$ cat src/rtl/msft_dv_ip_fifo_wm_if.sv
// Bus bundle between a FIFO owner (CSR block or serial engine) and the
// msft_dv_ip_fifo_wm buffer. Signal suffixes are relative to the FIFO.
interface msft_dv_ip_fifo_wm_if #(
  parameter int FIFO_WIDTH = 8,
  parameter int FIFO_DEPTH = 8
);
  localparam int CNT_W = $clog2(FIFO_DEPTH + 1);

  logic                  flush_i;
  logic                  wr_i;
  logic [FIFO_WIDTH-1:0] wdata_i;
  logic                  rd_i;
  logic [FIFO_WIDTH-1:0] rdata_o;
  logic                  full_o;
  logic                  empty_o;
  logic [CNT_W-1:0]      lvl_o;
  logic [CNT_W-1:0]      afull_thr_i;
  logic [CNT_W-1:0]      aempty_thr_i;
  logic                  afull_o;
  logic                  aempty_o;
  logic                  ovr_run_o;
  logic                  udr_run_o;
  logic                  ovr_sticky_o;
  logic                  udr_sticky_o;
  logic                  clr_err_i;

  modport master (
    output flush_i, wr_i, wdata_i, rd_i, afull_thr_i, aempty_thr_i, clr_err_i,
    input  rdata_o, full_o, empty_o, lvl_o, afull_o, aempty_o,
           ovr_run_o, udr_run_o, ovr_sticky_o, udr_sticky_o
  );

  modport slave (
    input  flush_i, wr_i, wdata_i, rd_i, afull_thr_i, aempty_thr_i, clr_err_i,
    output rdata_o, full_o, empty_o, lvl_o, afull_o, aempty_o,
           ovr_run_o, udr_run_o, ovr_sticky_o, udr_sticky_o
  );
endinterface

$ cat src/rtl/msft_dv_ip_fifo_wm.sv
// Show-ahead synchronous FIFO with arbitrary depth, flush, live watermarks
// and sticky overrun/underrun flags. Occupancy is tracked by an explicit level.
module msft_dv_ip_fifo_wm #(
  parameter int FIFO_WIDTH = 8,
  parameter int FIFO_DEPTH = 8,
  parameter int CNT_W      = $clog2(FIFO_DEPTH + 1)
) (
  input logic                 clk_i,
  input logic                 rstn_i,
  msft_dv_ip_fifo_wm_if.slave bus
);
  localparam int PTR_W = (FIFO_DEPTH > 1) ? $clog2(FIFO_DEPTH) : 1;
  typedef logic [PTR_W-1:0] ptr_t;
  typedef logic [CNT_W-1:0] cnt_t;

  localparam ptr_t LAST_PTR = ptr_t'(FIFO_DEPTH - 1);
  localparam cnt_t DEPTH_C  = cnt_t'(FIFO_DEPTH);

  logic [FIFO_WIDTH-1:0] r_mem [FIFO_DEPTH];
  ptr_t                  r_hp;
  ptr_t                  r_tp;
  cnt_t                  r_lvl;
  logic                  r_ovr_sticky;
  logic                  r_udr_sticky;

  logic w_full, w_empty, w_wr_ok, w_rd_ok, w_ovr, w_udr;
  ptr_t w_hp_nxt, w_tp_nxt;

  assign w_full   = (r_lvl == DEPTH_C);
  assign w_empty  = (r_lvl == '0);
  assign w_wr_ok  = bus.wr_i & ~w_full  & ~bus.flush_i;
  assign w_rd_ok  = bus.rd_i & ~w_empty & ~bus.flush_i;
  assign w_ovr    = bus.wr_i & w_full  & ~bus.flush_i;
  assign w_udr    = bus.rd_i & w_empty & ~bus.flush_i;

  // Explicit wrap compare keeps non-power-of-two depths correct.
  assign w_hp_nxt = (r_hp == LAST_PTR) ? '0 : r_hp + ptr_t'(1);
  assign w_tp_nxt = (r_tp == LAST_PTR) ? '0 : r_tp + ptr_t'(1);

  // NOTE: state registers use non-blocking assignments so every flop samples
  // pre-edge values regardless of statement order.
  always_ff @(posedge clk_i or negedge rstn_i) begin
    if (!rstn_i) begin
      r_hp         <= '0;
      r_tp         <= '0;
      r_lvl        <= '0;
      r_ovr_sticky <= 1'b0;
      r_udr_sticky <= 1'b0;
    end else begin
      if (bus.flush_i) begin
        r_hp  <= '0;
        r_tp  <= '0;
        r_lvl <= '0;
      end else begin
        if (w_wr_ok) r_hp <= w_hp_nxt;
        if (w_rd_ok) r_tp <= w_tp_nxt;
        case ({w_wr_ok, w_rd_ok})
          2'b10:   r_lvl <= r_lvl + cnt_t'(1);
          2'b01:   r_lvl <= r_lvl - cnt_t'(1);
          default: r_lvl <= r_lvl;
        endcase
      end
      // Set has priority over clear; flush leaves the flags alone.
      r_ovr_sticky <= w_ovr | (r_ovr_sticky & ~bus.clr_err_i);
      r_udr_sticky <= w_udr | (r_udr_sticky & ~bus.clr_err_i);
    end
  end

  // NOTE: storage is deliberately not reset; the level register alone decides
  // validity, and leaving the array reset-free lets it map onto plain RAM.
  always_ff @(posedge clk_i) begin
    if (w_wr_ok) r_mem[r_hp] <= bus.wdata_i;
  end

  assign bus.rdata_o      = r_mem[r_tp];
  assign bus.full_o       = w_full;
  assign bus.empty_o      = w_empty;
  assign bus.lvl_o        = r_lvl;
  assign bus.afull_o      = (r_lvl >= bus.afull_thr_i);
  assign bus.aempty_o     = (r_lvl <= bus.aempty_thr_i);
  assign bus.ovr_run_o    = w_ovr;
  assign bus.udr_run_o    = w_udr;
  assign bus.ovr_sticky_o = r_ovr_sticky;
  assign bus.udr_sticky_o = r_udr_sticky;
endmodule

$ cat src/flat_wrapper.sv
// flat-port wrapper written by rule: the top's interface ports become plain ports
module msft_dv_ip_fifo_wm_flat 
#(
  parameter int FIFO_WIDTH = 8,
  parameter int FIFO_DEPTH = 8,
  parameter int CNT_W      = $clog2(FIFO_DEPTH + 1)
)
  (clk_i, rstn_i, bus_flush_i, bus_wr_i, bus_wdata_i, bus_rd_i, bus_afull_thr_i, bus_aempty_thr_i, bus_clr_err_i, bus_rdata_o, bus_full_o, bus_empty_o, bus_lvl_o, bus_afull_o, bus_aempty_o, bus_ovr_run_o, bus_udr_run_o, bus_ovr_sticky_o, bus_udr_sticky_o);
  msft_dv_ip_fifo_wm_if #(.FIFO_WIDTH(FIFO_WIDTH), .FIFO_DEPTH(FIFO_DEPTH)) bus_i ();
  input logic clk_i;
  input logic rstn_i;
  input wire logic [$bits(bus_i.flush_i)-1:0] bus_flush_i;
  input wire logic [$bits(bus_i.wr_i)-1:0] bus_wr_i;
  input wire logic [$bits(bus_i.wdata_i)-1:0] bus_wdata_i;
  input wire logic [$bits(bus_i.rd_i)-1:0] bus_rd_i;
  input wire logic [$bits(bus_i.afull_thr_i)-1:0] bus_afull_thr_i;
  input wire logic [$bits(bus_i.aempty_thr_i)-1:0] bus_aempty_thr_i;
  input wire logic [$bits(bus_i.clr_err_i)-1:0] bus_clr_err_i;
  output wire logic [$bits(bus_i.rdata_o)-1:0] bus_rdata_o;
  output wire logic [$bits(bus_i.full_o)-1:0] bus_full_o;
  output wire logic [$bits(bus_i.empty_o)-1:0] bus_empty_o;
  output wire logic [$bits(bus_i.lvl_o)-1:0] bus_lvl_o;
  output wire logic [$bits(bus_i.afull_o)-1:0] bus_afull_o;
  output wire logic [$bits(bus_i.aempty_o)-1:0] bus_aempty_o;
  output wire logic [$bits(bus_i.ovr_run_o)-1:0] bus_ovr_run_o;
  output wire logic [$bits(bus_i.udr_run_o)-1:0] bus_udr_run_o;
  output wire logic [$bits(bus_i.ovr_sticky_o)-1:0] bus_ovr_sticky_o;
  output wire logic [$bits(bus_i.udr_sticky_o)-1:0] bus_udr_sticky_o;
  assign bus_i.flush_i = bus_flush_i;
  assign bus_i.wr_i = bus_wr_i;
  assign bus_i.wdata_i = bus_wdata_i;
  assign bus_i.rd_i = bus_rd_i;
  assign bus_i.afull_thr_i = bus_afull_thr_i;
  assign bus_i.aempty_thr_i = bus_aempty_thr_i;
  assign bus_i.clr_err_i = bus_clr_err_i;
  assign bus_rdata_o = bus_i.rdata_o;
  assign bus_full_o = bus_i.full_o;
  assign bus_empty_o = bus_i.empty_o;
  assign bus_lvl_o = bus_i.lvl_o;
  assign bus_afull_o = bus_i.afull_o;
  assign bus_aempty_o = bus_i.aempty_o;
  assign bus_ovr_run_o = bus_i.ovr_run_o;
  assign bus_udr_run_o = bus_i.udr_run_o;
  assign bus_ovr_sticky_o = bus_i.ovr_sticky_o;
  assign bus_udr_sticky_o = bus_i.udr_sticky_o;
  msft_dv_ip_fifo_wm #(.FIFO_WIDTH(FIFO_WIDTH), .FIFO_DEPTH(FIFO_DEPTH), .CNT_W(CNT_W)) u_core (.clk_i(clk_i), .rstn_i(rstn_i), .bus(bus_i));
endmodule
$ cat config.mk
export PLATFORM = sky130hd
export DESIGN_NAME = msft_dv_ip_fifo_wm_flat
export DESIGN_NICKNAME = d
export VERILOG_FILES = /design/src/rtl/msft_dv_ip_fifo_wm_if.sv /design/src/rtl/msft_dv_ip_fifo_wm.sv /design/src/flat_wrapper.sv
export SDC_FILE = /design/constraint.sdc
export NUM_CORES = 1
export LEC_CHECK = 0
export BUFFER_PORTS_ARGS = -buffer_cell sky130_fd_sc_hd__clkbuf_2
export CORE_MARGIN = 2
export CORE_UTILIZATION = 52
export CTS_CLUSTER_DIAMETER = 60
export CTS_CLUSTER_SIZE = 28
export DETAILED_ROUTE_END_ITERATION = 12
export GPL_ROUTABILITY_DRIVEN = 0
export GPL_TIMING_DRIVEN = 0
export PLACE_DENSITY = 0.8
export SYNTH_ARGS = -nofsm -noshare
export SYNTH_HDL_FRONTEND = slang
export SYNTH_SLANG_ARGS = --single-unit
$ cat constraint.sdc
create_clock -name clk_i -period 2.57 [get_ports clk_i]
set_clock_uncertainty 0.1 [all_clocks]
set_input_delay 0.1285 -clock clk_i [delete_from_list [all_inputs] [get_ports clk_i]]
set_output_delay 0.1285 -clock clk_i [all_outputs]
set_load 0.03 [all_outputs]
# Yosys cells after proc, flatten, opt, wreduce, memory -nomap -nowiden
# Memory sizes are Yosys's and may differ from the RTL's.
# Index checks and enable logic that the tools add are counted.
# W data, S select, Z words.
# op_classes
n_addsub	4
n_mul	0
n_div	0
magnitude_cmp	2
eq_ne	5
shift	0
muxes	10
bitwise_logic	16
n_reduce_logical	4
# ops
op	n
$mux W3	6
$and A1 B1 Y1	10
$pmux W4 S2	1
$add A3 B1 Y3 const B	2
$eq A3 B3 Y1 const B	2
$add A4 B1 Y4 const B	1
$eq A4 B4 Y1 const B	1
$ge A4 B4 Y1	1
$le A4 B4 Y1	1
$logic_not A4 Y1	1
$mux W4	1
$not A1 Y1	4
$reduce_bool A2 Y1	2
$sub A4 B1 Y4 const B	1
$reduce_bool A3 Y1	1
$eq A2 B1 Y1 const B	1
$eq A2 B2 Y1 const B	1
$mux W1	2
$or A1 B1 Y1	2
# word_totals
ff_bits	12
latchBits	0
ram_bits	64
romBits	0
out_inout_bits	20
elab_cells	47
mem_count	1
# mem_list
memory	words	width	rd	rd_ports_with_merged_regs	wr	line	text
u_core.r_mem	8	8	1	0	1	msft_dv_ip_fifo_wm.sv:19	logic [FIFO_WIDTH-1:0] r_mem [FIFO_DEPTH];

# Logic depth before layout (Yosys ltp)
# Gate-level depths: netlist (run 1).
# depth
ltp_word	7
mapped_depth	9

# Least setup slack after synthesis (run 1)
# No wires, ideal clock.
# synth_path
kind	reg2reg
startpoint	reg u_core.r_lvl[1], in the netlist u_core.bus.lvl_o[1]
endpoint	reg u_core.r_lvl[3], in the netlist u_core.bus.lvl_o[3]
setup_time_ns	0.147
arrival_time_ns	2.579
path_slack_ns	-0.256
stages_incl_launch_ff	9
n_path_buf	1
synth_period_minus_slack_ns	2.826
cell_sequence	dfrtp_1 -> or4b_1 -> buf_6 -> a211oi_4 -> ha_1 -> a31oi_1 -> nor2b_1 -> a311oi_1 -> a31oi_1
# synth_via
elab_chain_len	7
elab_cells_between_ends	15
cone_classes	add/sub: 2; eq/ne: 3; mux: 2; bitwise: 6; reduce/logical: 2
# synth_lines
item	line	text
start: declaration	msft_dv_ip_fifo_wm.sv:22	cnt_t r_lvl;
start signal: assignment	msft_dv_ip_fifo_wm.sv:58	2'b10: r_lvl <= r_lvl + cnt_t'(1);
start signal: assignment	msft_dv_ip_fifo_wm.sv:59	2'b01: r_lvl <= r_lvl - cnt_t'(1);
start signal: assignment	msft_dv_ip_fifo_wm.sv:60	default: r_lvl <= r_lvl;
$eq A4 B4 Y1 / $logic_not A4 Y1 (equally long branches)	msft_dv_ip_fifo_wm.sv:29, msft_dv_ip_fifo_wm.sv:30	
$not A1 Y1, on equally long branches	msft_dv_ip_fifo_wm.sv:31, msft_dv_ip_fifo_wm.sv:32	
$and A1 B1 Y1, on equally long branches (2 in a row)	msft_dv_ip_fifo_wm.sv:31, msft_dv_ip_fifo_wm.sv:32	
$eq A2 B1 Y1 / $eq A2 B2 Y1 (equally long branches)	msft_dv_ip_fifo_wm.sv:57	case ({w_wr_ok, w_rd_ok})
$pmux W4 S2	msft_dv_ip_fifo_wm.sv:57	
$mux W4	msft_dv_ip_fifo_wm.sv:50	if (bus.flush_i) begin
# Parallel ways exist; a longest one is shown, timed or not.
# A chain may end at the register's enable or synchronous reset.

# Worst setup path in the final report (run 1)
# Same ends and word-level chain as after synthesis.

==> results of run 1 <==
## metrics by stage
step | TNS, ps | total power [mW]
2_1_floorplan | -61.6 | 2.36
3_3_place_gp | -3090 | 2.62
3_5_place_dp | -586 | 2.67
4_1_cts | 0 | 3.59
5_1_grt | -92.6 | 3.88
6_report | 0 | 3.70
## cells in the mapped netlist, types with 3 or more instances
master	count	area, um2
edfxtp_1	64	1920
mux4_2	16	360
ha_1	14	175
dfrtp_1	12	300
inv_1	11	41.3
nand2_1	11	41.3
a21oi_1	10	50.1
mux2_2	8	90.1
nand2b_1	7	43.8
nor2_1	7	26.3
nor3_1	6	30.0
nand3_1	5	25.0
nor2b_1	5	31.3
clkbuf_1	4	15.0
buf_2	3	15.0
## critical path: stages, from the launching register on
cell and delay (ps):
dfrtp_2 430, or4b_4 550, buf_6 150, a211oi_4 350, ha_4 280, a31oi_4 170, nor2b_1 70, a311oi_1 250
a31oi_1 60
## timing repair
| item | 4_1_cts | 5_1_grt |
|---|---|---|
| endpoints found under the setup margin | 22 | 3 |
| buffers inserted | 2 | 10 |
| pin swaps | 1 | 5 |
| resized for setup | 5 | 4 |
| endpoints found under the hold margin | 79 | 0 |
| hold buffers | 11 | 0 |
## registers in the layout, indices dropped and copies added (netlist names)
signal                   cells
u_core.r_tp                  3
u_core.r_hp                  3
u_core.bus.lvl_o             4
u_core.r_mem                64
u_core.bus.ovr_sticky_o      1
u_core.bus.udr_sticky_o      1
## layer usage
| layer | vias to the layer above | GRT usage (%) | part of all wire [%] |
|---|---|---|---|
| met3 | 9 | 3.64 | 3.1 |
| met1 | 1015 | 26.7 | 43 |
| li1 | 975 | - | - |
| met2 | 41 | 33.9 | 52 |
| met5 | - | 0 | 0 |
| met4 | 0 | 8.95 | 1.4 |
## how the worst max path moves through the flow
stage | start | end | slack [ps] | depth (start not counted)
final | u_core.bus.lvl_o[1]$_DFFE_PN0P_ | u_core.bus.lvl_o[3]$_DFFE_PN0P_ | 40 | 8
after global routing | u_core.bus.lvl_o[1]$_DFFE_PN0P_ | u_core.bus.lvl_o[3]$_DFFE_PN0P_ | -50 | 8
after CTS | u_core.bus.lvl_o[2]$_DFFE_PN0P_ | u_core.bus.lvl_o[1]$_DFFE_PN0P_ | 20 | 7
after detailed placement | u_core.bus.lvl_o[2]$_DFFE_PN0P_ | u_core.bus.lvl_o[3]$_DFFE_PN0P_ | -160 | 8
after global placement | u_core.bus.lvl_o[3]$_DFFE_PN0P_ | u_core.r_mem[0][2]$_DFFE_PP_ | -370 | 4
after floorplan | u_core.bus.lvl_o[2]$_DFFE_PN0P_ | u_core.bus.lvl_o[3]$_DFFE_PN0P_ | -60 | 8
## where the power goes
part	internal, mW	switching (mW)	total (mW)	leakage [nW]
combinational	0.551	0.737	1.29	0.753
clock	0.455	0.451	0.905	0.101
sequential	1.42	0.0819	1.50	0.732
## cell usage in the layout, fill, tap and decap left out, drive strengths merged
cell type,netlist,layout
a21oi,10,10
bufinv,0,1
or3,2,2
a41o,1,1
xnor2,2,2
clkbuf,4,53
nand3b,1,1
a22oi,1,1
o22ai,2,2
nor3,6,6
ha,14,14
mux4,16,16
or4b,1,1
nand2,11,11
a2bb2oi,1,1
dfrtp,12,12
a31oi,2,2
edfxtp,64,64
nand2b,7,7
nor2b,5,5
inv,13,14
dlygate4sd3,0,11
clkinvlp,0,1
buf,4,18
nor2,8,8
o211ai,1,1
mux2,9,9
o221ai,1,1
nand3,5,5
clkinv,0,4
o21ai,2,2
nor4,1,1
a211oi,2,2
a311oi,1,1
or4,1,1
## kinds of logic (layout without fill, tap and decap cells)
| logic type | Yosys count | after routing | synth area share (%) |
|---|---|---|---|
| flops | 76 | 76 | 65.7 |
| simple gates | 48 | 48 | 7.32 |
| mux | 25 | 25 | 13.6 |
| compound gates | 24 | 24 | 4.99 |
| buf+inv | 21 | 102 | 2.66 |
| fa+ha+maj | 14 | 14 | 5.18 |
| xor+xnor | 2 | 2 | 0.518 |
## cell type report
class                           count  area share, %
Multi-Input combinational cell    113           27.1
Clock inverter                      7           1.83
Tap cell                           77           2.31
Buffer                              7           1.05
Sequential cell                    76           53.4
Clock buffer                        9           2.97
Inverter                           13           1.17
Timing Repair Buffer               66           10.2
==> summary.md, run 1 <==
| Metric | Value |
|---|---|
| Status | complete, no violations |
| Crit Path Max Fanout | 4 |
| Placed Area | about 3700 um2 |
| Multi-input logic area | between 1000 and 1500 um2 |
| Worst setup SP type | flip-flop |
| Area Overhead vs Synth | 23.3% |
| Initial antenna violation count | 0 |
| H-Tree Depth | 3 |
| I/O pins | between 40 and 50 |
| Kind of critical path | reg2reg |
| Hold path cells | 3 |
| Full die area | ~7200 um2 |
| RSZ-0062 raised after global routing | true |
| LEAKAGE | 1.59 nW |
| Die Ht | about 85 um |
| Vias in the first global route | between 2k and 2.5k |
| Worst setup margin | 38.3 ps |
| Violation count after the first detailed-route iteration | 55 |
| Worst hold slack | between 10 and 15 ps |
| Num rows | 29 |
| CTS tree | built |
| Largest net degree at the start of global routing | 15 |
| Hold Startpoint | bus_wr_i |
| Clk_lat worst skew | between 300 and 400 ps |
| Post-synth cell types | 36 |
| Inserted Clock Buffers | 9 |
| Fin util | between 60% and 70% |
| Post-route insts no fill | 368 |
| Cell count after synthesis | 210 |
| R2r worst-path depth | 8 |
| Ys Warns | 0 |
| Reg area | around 2200 um2 |
| First-pass GRT wire length | around 11 mm |
| R2r startpoint | u_core.bus.lvl_o[1]$_DFFE_PN0P_ |
| Max Cap Viol | 0 |
| CP Data Required Time | ~2700 ps |
| Async set-reset flop share out of synthesis | 15.8% |
| Number of port buffers | 41 |
| Worst r2r dst | u_core.bus.lvl_o[3]$_DFFE_PN0P_ |
| Worst hold-check path type | in2reg |
| Antenna cells | 0 |
| DRT Pass-1 Iters | 4 |
| Total grt overflow | 0 |
| Core area | 6310 um2 |
| Design Area, Final | approximately 4200 um2 |
| Placed Cells | 330 |
| Post-synthesis sequential area ratio | between 60% and 70% |
| Clock root buffer | clkbuf_8 |
| Worst EP arrival | between 2000 and 3000 ps |
| Syn_nets | roughly 250 |
| Fin crit share | roughly 99% |
| Layout cells sized above 1 | roughly two fifths |
| Worst-margin pin slew | about 910 ps |
| DRC | 0 |
| CTS clk-pin slew, worst paths | around 80 ps |
| Final hold vios | 0 |
| Slew margin rel. | about 40% |
| Post-DRT Antenna Nets | 0 |
| Layout Nets | ~320 |
| Synthesized area per cell | approximately 16 um2 |
| Deepest clock path buffer count | 2 |
| Min Tclk post-route | approximately 2500 ps |
| Final WL | just under 7 mm |
| Crit end category | flip-flop |
| Pins Over Slew Limit | 0 |
| Die W | around 85 um |
| VDD IR-drop max | ~0.57 mV |
| P per Cell Area | 886 nW/um2 |
| CTS Sinks | 76 |
| DP Worst Slack | -158 ps |
| R2R Setup Slk | between 30 and 40 ps |
| Achievable frequency | about 400 MHz |
| Wirelength per Cell | roughly 19 um |
| Final setup viols | 0 |
| Filler cell count | ~440 |
| Synth Register Bits | 76 |
| Initial core utilization | a little over half |
| GRT Overall Usage | between 20% and 30% |
| Main synth FF type | edfxtp_1 |
| Mapped Area | roughly 3400 um2 |
| Post-synth EDFFs | between 60 and 70 |
| Dpl hpwl | 4.41 mm |
| Vias per cell | around 5.5 |
| Routed vias | slightly above 2k |
| WHS Endpoint | u_core.r_hp[1]$_DFFE_PN0P_ |
No activity file was read; power rests on OpenSTA's default activity.
==> run 2, diff against run 1 <==
- RECOVER_POWER: default -> 25
==> run 2 against run 1 <==
Non-clock buffer count unchanged. Setup slack worse by 4.3 ps. Register-to-register slack hardly changed. Clock power barely moved. Largest cell class unchanged.
==> summary.md, run 2 (synthesis gave the netlist of run 1 again) <==
| Metric | Value |
|---|---|
| Total grt overflow | 0 (unchanged) |
| Layout Nets | 322 (unchanged) |
| Max Cap Viol | 0 (unchanged) |
| Full die area | 7170 um2 (unchanged) |
| Slew margin rel. | 40.2% (+1.4 points) |
| Commonest cells after routing, fill and taps aside | edfxtp_1 (64), clkbuf_2 (37), mux4_2 (16) |
| LEAKAGE | 1.57 nW (-0.94%) |
| Die Ht | 84.7 um (unchanged) |
| Routed vias | 2042 (+0.098%) |
| DP Worst Slack | -158 ps (unchanged) |
| Setup TNS | 0 ps (unchanged) |
| CP max-delay cell | or4b_4 |
| CP Data Required Time | 2690 ps (about the same) |
| Seq pwr share | 40.7% (about the same) |
| First-pass GRT wire length | 10.8 mm (unchanged) |
| Number of flip-flops in the largest register | 64 (unchanged) |
| Top reg by flops | u_core.r_mem |
| Num rows | 29 (unchanged) |
| Clk_lat worst skew | 340 ps (about the same) |
| VDD IR-drop max | 0.567 mV (+0.17%) |
| Status | complete, no violations |
| Kind of critical path | reg2reg |
| Reg area | 2230 um2 (unchanged) |
| Worst path max stage delay | 550 ps (about the same) |
| Achievable frequency | 394 MHz (-0.17%) |
| Switch Pwr | 1.27 mW (about the same) |
| Worst-margin pin slew | 893 ps (-20.3 ps) |
| CTS tree | built |
| Initial antenna violation count | 0 (unchanged) |
| Dpl hpwl | 4.41 mm (unchanged) |
| Filler cell count | 441 (+0.92%) |
| Core area | 6310 um2 (unchanged) |
| Crit Path Max Fanout | 4 (unchanged) |
| CTS clk-pin slew, worst paths | 80 ps (about the same) |
| Bufs and invs on worst path | 1 (unchanged) |
| Most common cell after layout, fill and taps aside | edfxtp_1 |
| Deepest clock path buffer count | 2 (unchanged) |
| DRT Pass-1 Iters | 4 (unchanged) |
| Wirelength per Cell | 18.6 um (about the same) |
| Tot Pwr | 3.70 mW (about the same) |
| Crit-path cells | or4b_4, buf_6, a211oi_4, ha_4, a31oi_4, nor2b_1, a311oi_1, a31oi_1 |
| Post-DRT Antenna Nets | 0 (unchanged) |
| Worst setup margin | 34.1 ps (-4.26 ps) |
| Worst setup SP type | flip-flop |
| Largest net degree at the start of global routing | 15 (unchanged) |
| Area Overhead vs Synth | 23.1% |
| Crit end category | flip-flop |
| Final WL | 6.84 mm (about the same) |
| Inserted Clock Buffers | 9 (unchanged) |
| Clock root buffer | clkbuf_8 |
| Power share of the combinational group | 34.8% (about the same) |
| Violation count after the first detailed-route iteration | 55 (unchanged) |
| Layout cells sized above 1 | 38.8% (-1.7 points) |
| Clk pwr share | 24.5% (about the same) |
| Die W | 84.7 um (unchanged) |
| Placed Cells | 330 (unchanged) |
| Final setup viols | 0 (unchanged) |
| DRC | 0 (unchanged) |
| Vias per cell | 5.55 (about the same) |
| Multi-input logic area | 1130 um2 (unchanged) |
| Switching share of power | 34.3% (about the same) |
| I/O pins | 42 (unchanged) |
| Worst hold-check path type | in2reg |
| Min Tclk post-route | 2540 ps (+4.26 ps) |
| Vias in the first global route | 2176 (unchanged) |
| RSZ-0062 raised after global routing | true |
| Initial core utilization | 53.6% (unchanged) |
| Antenna cells | 0 (unchanged) |
| CP delay by family, top | compound AO/OA/AOI/OAI gates |
| Post-route insts no fill | 368 (unchanged) |
| Number of port buffers | 41 (unchanged) |
| Pins Over Slew Limit | 0 (unchanged) |
| H-Tree Depth | 3 (unchanged) |
| GRT Overall Usage | 20.4% (unchanged) |
| Final hold vios | 0 (unchanged) |
| Fin crit share | 98.7% (+0.17 points) |
| CTS Sinks | 76 (unchanged) |
| Worst EP arrival | 2660 ps (about the same) |
| P per Cell Area | 887 nW/um2 (+0.12%) |
| Int Power | 2.43 mW (about the same) |
[run 2: changes by cell type in the layout (fill, tap and decap cells not counted)]
cell | before | now
clkbuf_1 | 2 | 7
clkbuf_2 | 42 | 37
[run 2: metrics by stage]
stage | utilization, % | cell area, um2 | hold slack, ps
after floorplan | - | 3420 | -267
after global placement | 58.9 | 3720 | -72.2
after detailed placement | 59.2 | 3740 | -70.0
after CTS | 64.6 | 4080 | 3.77
after global routing | 66.0 | 4170 | 40.4
final | 66.0 | 4170 | 13.8
[run 2: cell type report]
type	instances	area share, %
sequential	76	53.5
multi-input combinational	113	27.2
timing repair buffer	66	10.0
clock buffer	9	2.97
tap	77	2.31
clock inverter	7	1.83
inverter	13	1.17
buffer	7	1.05
[run 2: worst paths after layout]
check / from / end / slack [ps] / depth (start not counted)
min in group asynchronous: rstn_i / u_core.r_hp[2]$_DFFE_PN0P_ / 220 / 2
min: bus_wr_i / u_core.r_hp[1]$_DFFE_PN0P_ / 10 / 3
max in group asynchronous: rstn_i / u_core.bus.lvl_o[3]$_DFFE_PN0P_ / 1700 / 2
max: u_core.bus.lvl_o[1]$_DFFE_PN0P_ / u_core.bus.lvl_o[3]$_DFFE_PN0P_ / 30 / 8
max reg2reg: u_core.bus.lvl_o[1]$_DFFE_PN0P_ / u_core.bus.lvl_o[3]$_DFFE_PN0P_ / 30 / 8
min reg2reg: u_core.bus.ovr_sticky_o$_DFF_PN0_ / u_core.bus.ovr_sticky_o$_DFF_PN0_ / 450 / 2
[run 2: routing by layer]
layer / vias up / GRT usage, % / part of all wire (%)
met1: 1018 / 26.7 / 43
met2: 40 / 33.9 / 52
li1: 975 / - / -
met5: - / 0 / 0
met4: 0 / 8.95 / 1.4
met3: 9 / 3.64 / 3.3
[run 2: worst min-delay path: stages]
cell and delay [ps]:
clkbuf_2 140, nand3_1 100, a21oi_1 60
[run 2: power by group through the flow]
stage	clock, mW	sequential [mW]	combinational (mW)
after floorplan	0	1.60	0.768
after global placement	0	1.54	1.08
after detailed placement	0	1.55	1.12
after CTS	0.908	1.54	1.14
after global routing	0.953	1.51	1.41
final	0.905	1.50	1.29
[run 2: timing repair]
action / in CTS / in global routing
endpoints found under the hold margin: 79 / 0
hold buffers: 11 / 0
gates cloned: 0 / 0
gates resized for setup: 5 / 4
pin swaps: 1 / 5
setup endpoints to repair: 22 / 3
setup buffers: 2 / 10
==> run 3, diff against run 2 <==
- ABC_AREA: default -> 1
- CORE_ASPECT_RATIO: default -> 1.2
- PLACE_DENSITY: 0.8 -> 0.79
==> run 3 against run 2 <==
Core utilization fell by 3.5 points. Worst hold slack improved by 19 ps. Final cell count rose by 26%. Register-to-register slack improved by 360 ps. Power rose by 6.5%. Clock power fell by 0.9%. Sequential power barely moved. Synthesized area rose by 2.0%. Combinational power rose by 17%. Flip-flop and latch count did not move. Count of clock-buffer cells in the layout did not move. Setup slack improved by 200 ps. Critical path type is now reg2out. Critical endpoint is now bus_rdata_o[6].
==> summary.md, run 3 <==
| Metric | Value |
|---|---|
| Status | complete, no violations |
| Final setup viols | 0 (unchanged) |
| Number of port buffers | 41 (unchanged) |
| Post-Synth Adder-Cell Area | 5.07% (-0.10 points) |
| Fin crit share | 90.8% (-7.8 points) |
| Kind of critical path | reg2out |
| Post-synth EDFFs | 64 (unchanged) |
| Vias per cell | 5.33 (-3.9%) |
| Largest family of logic cells by synthesized area | simple AND/OR/NAND/NOR gates |
| Post-DRT Antenna Nets | 0 (unchanged) |
| CTS tree | built |
| Worst EP arrival | 2110 ps (-550 ps) |
| Setup TNS | 0 ps (unchanged) |
| I/O pins | 42 (unchanged) |
| Met3 Track Usage GR | 4.44% (+0.80 points) |
| Final hold vios | 0 (unchanged) |
| Cell count after synthesis | 316 (+50%) |
| Initial antenna violation count | 0 (unchanged) |
| Multi-input logic area | 1070 um2 (-5.8%) |
| Violation count after the first detailed-route iteration | 263 (+380%) |
| Min Tclk post-route | 2330 ps (-201 ps) |
| Initial core utilization | 53.6% (about the same) |
| Mapped Area | 3450 um2 (+2.0%) |
| CTS Sinks | 76 (unchanged) |
| Post-synthesis mux area share | 0% (-14 points) |
| Largest area contributor in the netlist | edfxtp_1 |
| LEAKAGE | 1.65 nW (+5.2%) |
| VDD IR-drop max | 0.773 mV (+36%) |
| Most common cell after layout, fill and taps aside | nor2_1 |
| Inserted Clock Buffers | 9 (unchanged) |
| Worst-margin pin slew | 819 ps (-74.9 ps) |
| Critical path startpoint | u_core.r_tp[0]$_DFFE_PN0P_ |
| Worst hold-check path type | in2reg |
| Pins Over Slew Limit | 0 (unchanged) |
| DRC | 0 (unchanged) |
| Most common cell in the synthesized netlist | nor2_1 |
| Antenna cells | 0 (unchanged) |
| Total grt overflow | 0 (unchanged) |
| Commonest cells after routing, fill and taps aside | nor2_1 (73), edfxtp_1 (64), clkbuf_2 (36) |
| Area Overhead vs Synth | 16.6% |
| Core area | 6450 um2 (+2.1%) |
| P per Cell Area | 977 nW/um2 (+10%) |
| Clock root buffer | clkbuf_8 |
| Worst hold slack | 33.1 ps (+19.3 ps) |
| Met1 Use GR | 25.0% (-1.7 points) |
| Async set-reset flop share out of synthesis | 15.8% (unchanged) |
| CP Data Required Time | 2340 ps (-350 ps) |
| Dpl hpwl | 5.24 mm (+19%) |
| Wirelength per Cell | 16.0 um (-14%) |
| Reg area | 2220 um2 (-0.22%) |
| Syn_nets | 352 (+43%) |
| GR met2 Demand/Resource | 40.5% (+6.7 points) |
| Worst setup SP type | flip-flop |
| Deepest clock path buffer count | 2 (unchanged) |
| R2r startpoint | u_core.bus.lvl_o[1]$_DFFE_PN0P_ |
| Yosys top cell area share | 55.7% (-1.1 points) |
| Top cells by area, synth | edfxtp_1 (56%), dfrtp_1 (8.7%), nor2_1 (7.9%) |
| Die W | 78.4 um (-7.4%) |
| Post-synth cell types | 29 (-19%) |
| Complex-gate fraction of the synthesized area | 11.1% (+6.1 points) |
| GRT Overall Usage | 22.3% (+1.8 points) |
| CTS resizes | 0 (-5) |
| Max Cap Viol | 0 (unchanged) |
| RSZ-0062 raised after global routing | false |
| Crit Path Max Fanout | 10 (+6) |
| Layout Nets | 411 (+28%) |
| Simple-gate area share of the yosys netlist | 14.5% (+7.1 points) |
| Vias in the first global route | 2560 (+18%) |
| Largest net degree at the start of global routing | 15 (unchanged) |
| DRT Pass-1 Iters | 4 (unchanged) |
| Num rows | 32 (+10%) |
| H-Tree Depth | 3 (unchanged) |
| Crit end category | output port |
| Top reg by flops | u_core.r_mem |
| Full die area | 7310 um2 (+2.0%) |
| Ys Warns | 0 (unchanged) |
| Post-route insts no fill | 465 (+26%) |
| Clk_lat worst skew | 340 ps (about the same) |
| Placed Cells | 442 (+34%) |
| Hold Startpoint | bus_rd_i |
| Number of flip-flops in the largest register | 64 (unchanged) |
| First-pass GRT wire length | 12.1 mm (+12%) |
| Synth Register Bits | 76 (unchanged) |
| Commonest cells in the netlist | nor2_1 (73), edfxtp_1 (64), inv_1 (26), nand2_1 (26), o21ai_0 (26) |
| Synth Area in XOR/XNOR | 0.254% (-0.26 points) |
| Synthesized area per cell | 10.9 um2 (-32%) |
| Post-synthesis sequential area ratio | 64.4% (-1.3 points) |
| Die Ht | 93.3 um (+10%) |
| Slew margin rel. | 45.2% (+5.0 points) |
| GRT Max-Usage Layer | met2 |
| Main synth FF type | edfxtp_1 |
| CTS clk-pin slew, worst paths | 70 ps (about the same) |
| Routed vias | 2480 (+21%) |
| Filler cell count | 520 (+18%) |
| Achievable frequency | 428 MHz (+8.6%) |
| Final WL | 7.43 mm (+8.7%) |
| Layout cells sized above 1 | 20.3% (-19 points) |
==> run 3: logic make-up (layout without fill, tap and decap cells) <==
group                      after synthesis  after routing
and+or+nand+nor                        117            117
DFF                                     76             76
AOI/OAI and AO/OA                       67             67
buffers and inverters                   41            105
adders and majority gates               14             14
xor gates and xnor gates                 1              1
==> run 3: path summary, 6_finish.rpt <==
kind,depth (start not counted),end,slack [ps]
max,6,bus_rdata_o[6],240
min in group asynchronous,2,u_core.bus.lvl_o[2]$_DFFE_PN0P_,260
min reg2reg,2,u_core.bus.udr_sticky_o$_DFF_PN0_,440
max reg2reg,6,u_core.r_mem[4][3]$_DFFE_PP_,390
min,3,u_core.bus.udr_sticky_o$_DFF_PN0_,30
max in group asynchronous,2,u_core.bus.udr_sticky_o$_DFF_PN0_,1650
==> run 3: metrics by stage <==
step                utilization [%]  worst slack (ps)  total power, mW  area, um2
floorplan                         -               588             2.64       3450
global placement               58.4               440             3.02       3760
detailed placement             58.4               386             3.06       3760
CTS                            62.6               250             3.95       4030
global route                   62.5               117             4.18       4030
finish                         62.5               235             3.94       4030
==> run 3: power by group <==
group	internal [mW]	total (mW)	switching [mW]
logic	0.468	1.51	1.04
registers	1.42	1.53	0.106
clock network	0.451	0.897	0.446
==> run 3: routing by layer <==
metal	wire length (um)	share of wire (%)
met1	2830	38
met2	3900	53
met3	457	6.1
met4	238	3.2
met5	0	0
==> run 3: critical path, cell delays in order (launching register included) <==
cell and delay, ps:
dfrtp_1 380, buf_2 160, inv_2 80, clkbuf_1 410, o21ai_0 210, a31oi_1 260
clkbuf_2 250
==> run 3: timing repair <==
| item | CTS | global route |
|---|---|---|
| buffers inserted | 0 | 0 |
| hold buffers | 7 | 0 |
| endpoints found under the hold margin | 50 | 0 |
==> run 3: cell type report <==
type | count | area share [%]
clock buffer | 9 | 3.08
sequential | 76 | 55.2
multi-input combinational | 199 | 26.5
buffer | 10 | 1.18
clock inverter | 7 | 1.86
tap | 85 | 2.64
inverter | 31 | 2.89
timing repair buffer | 48 | 6.68
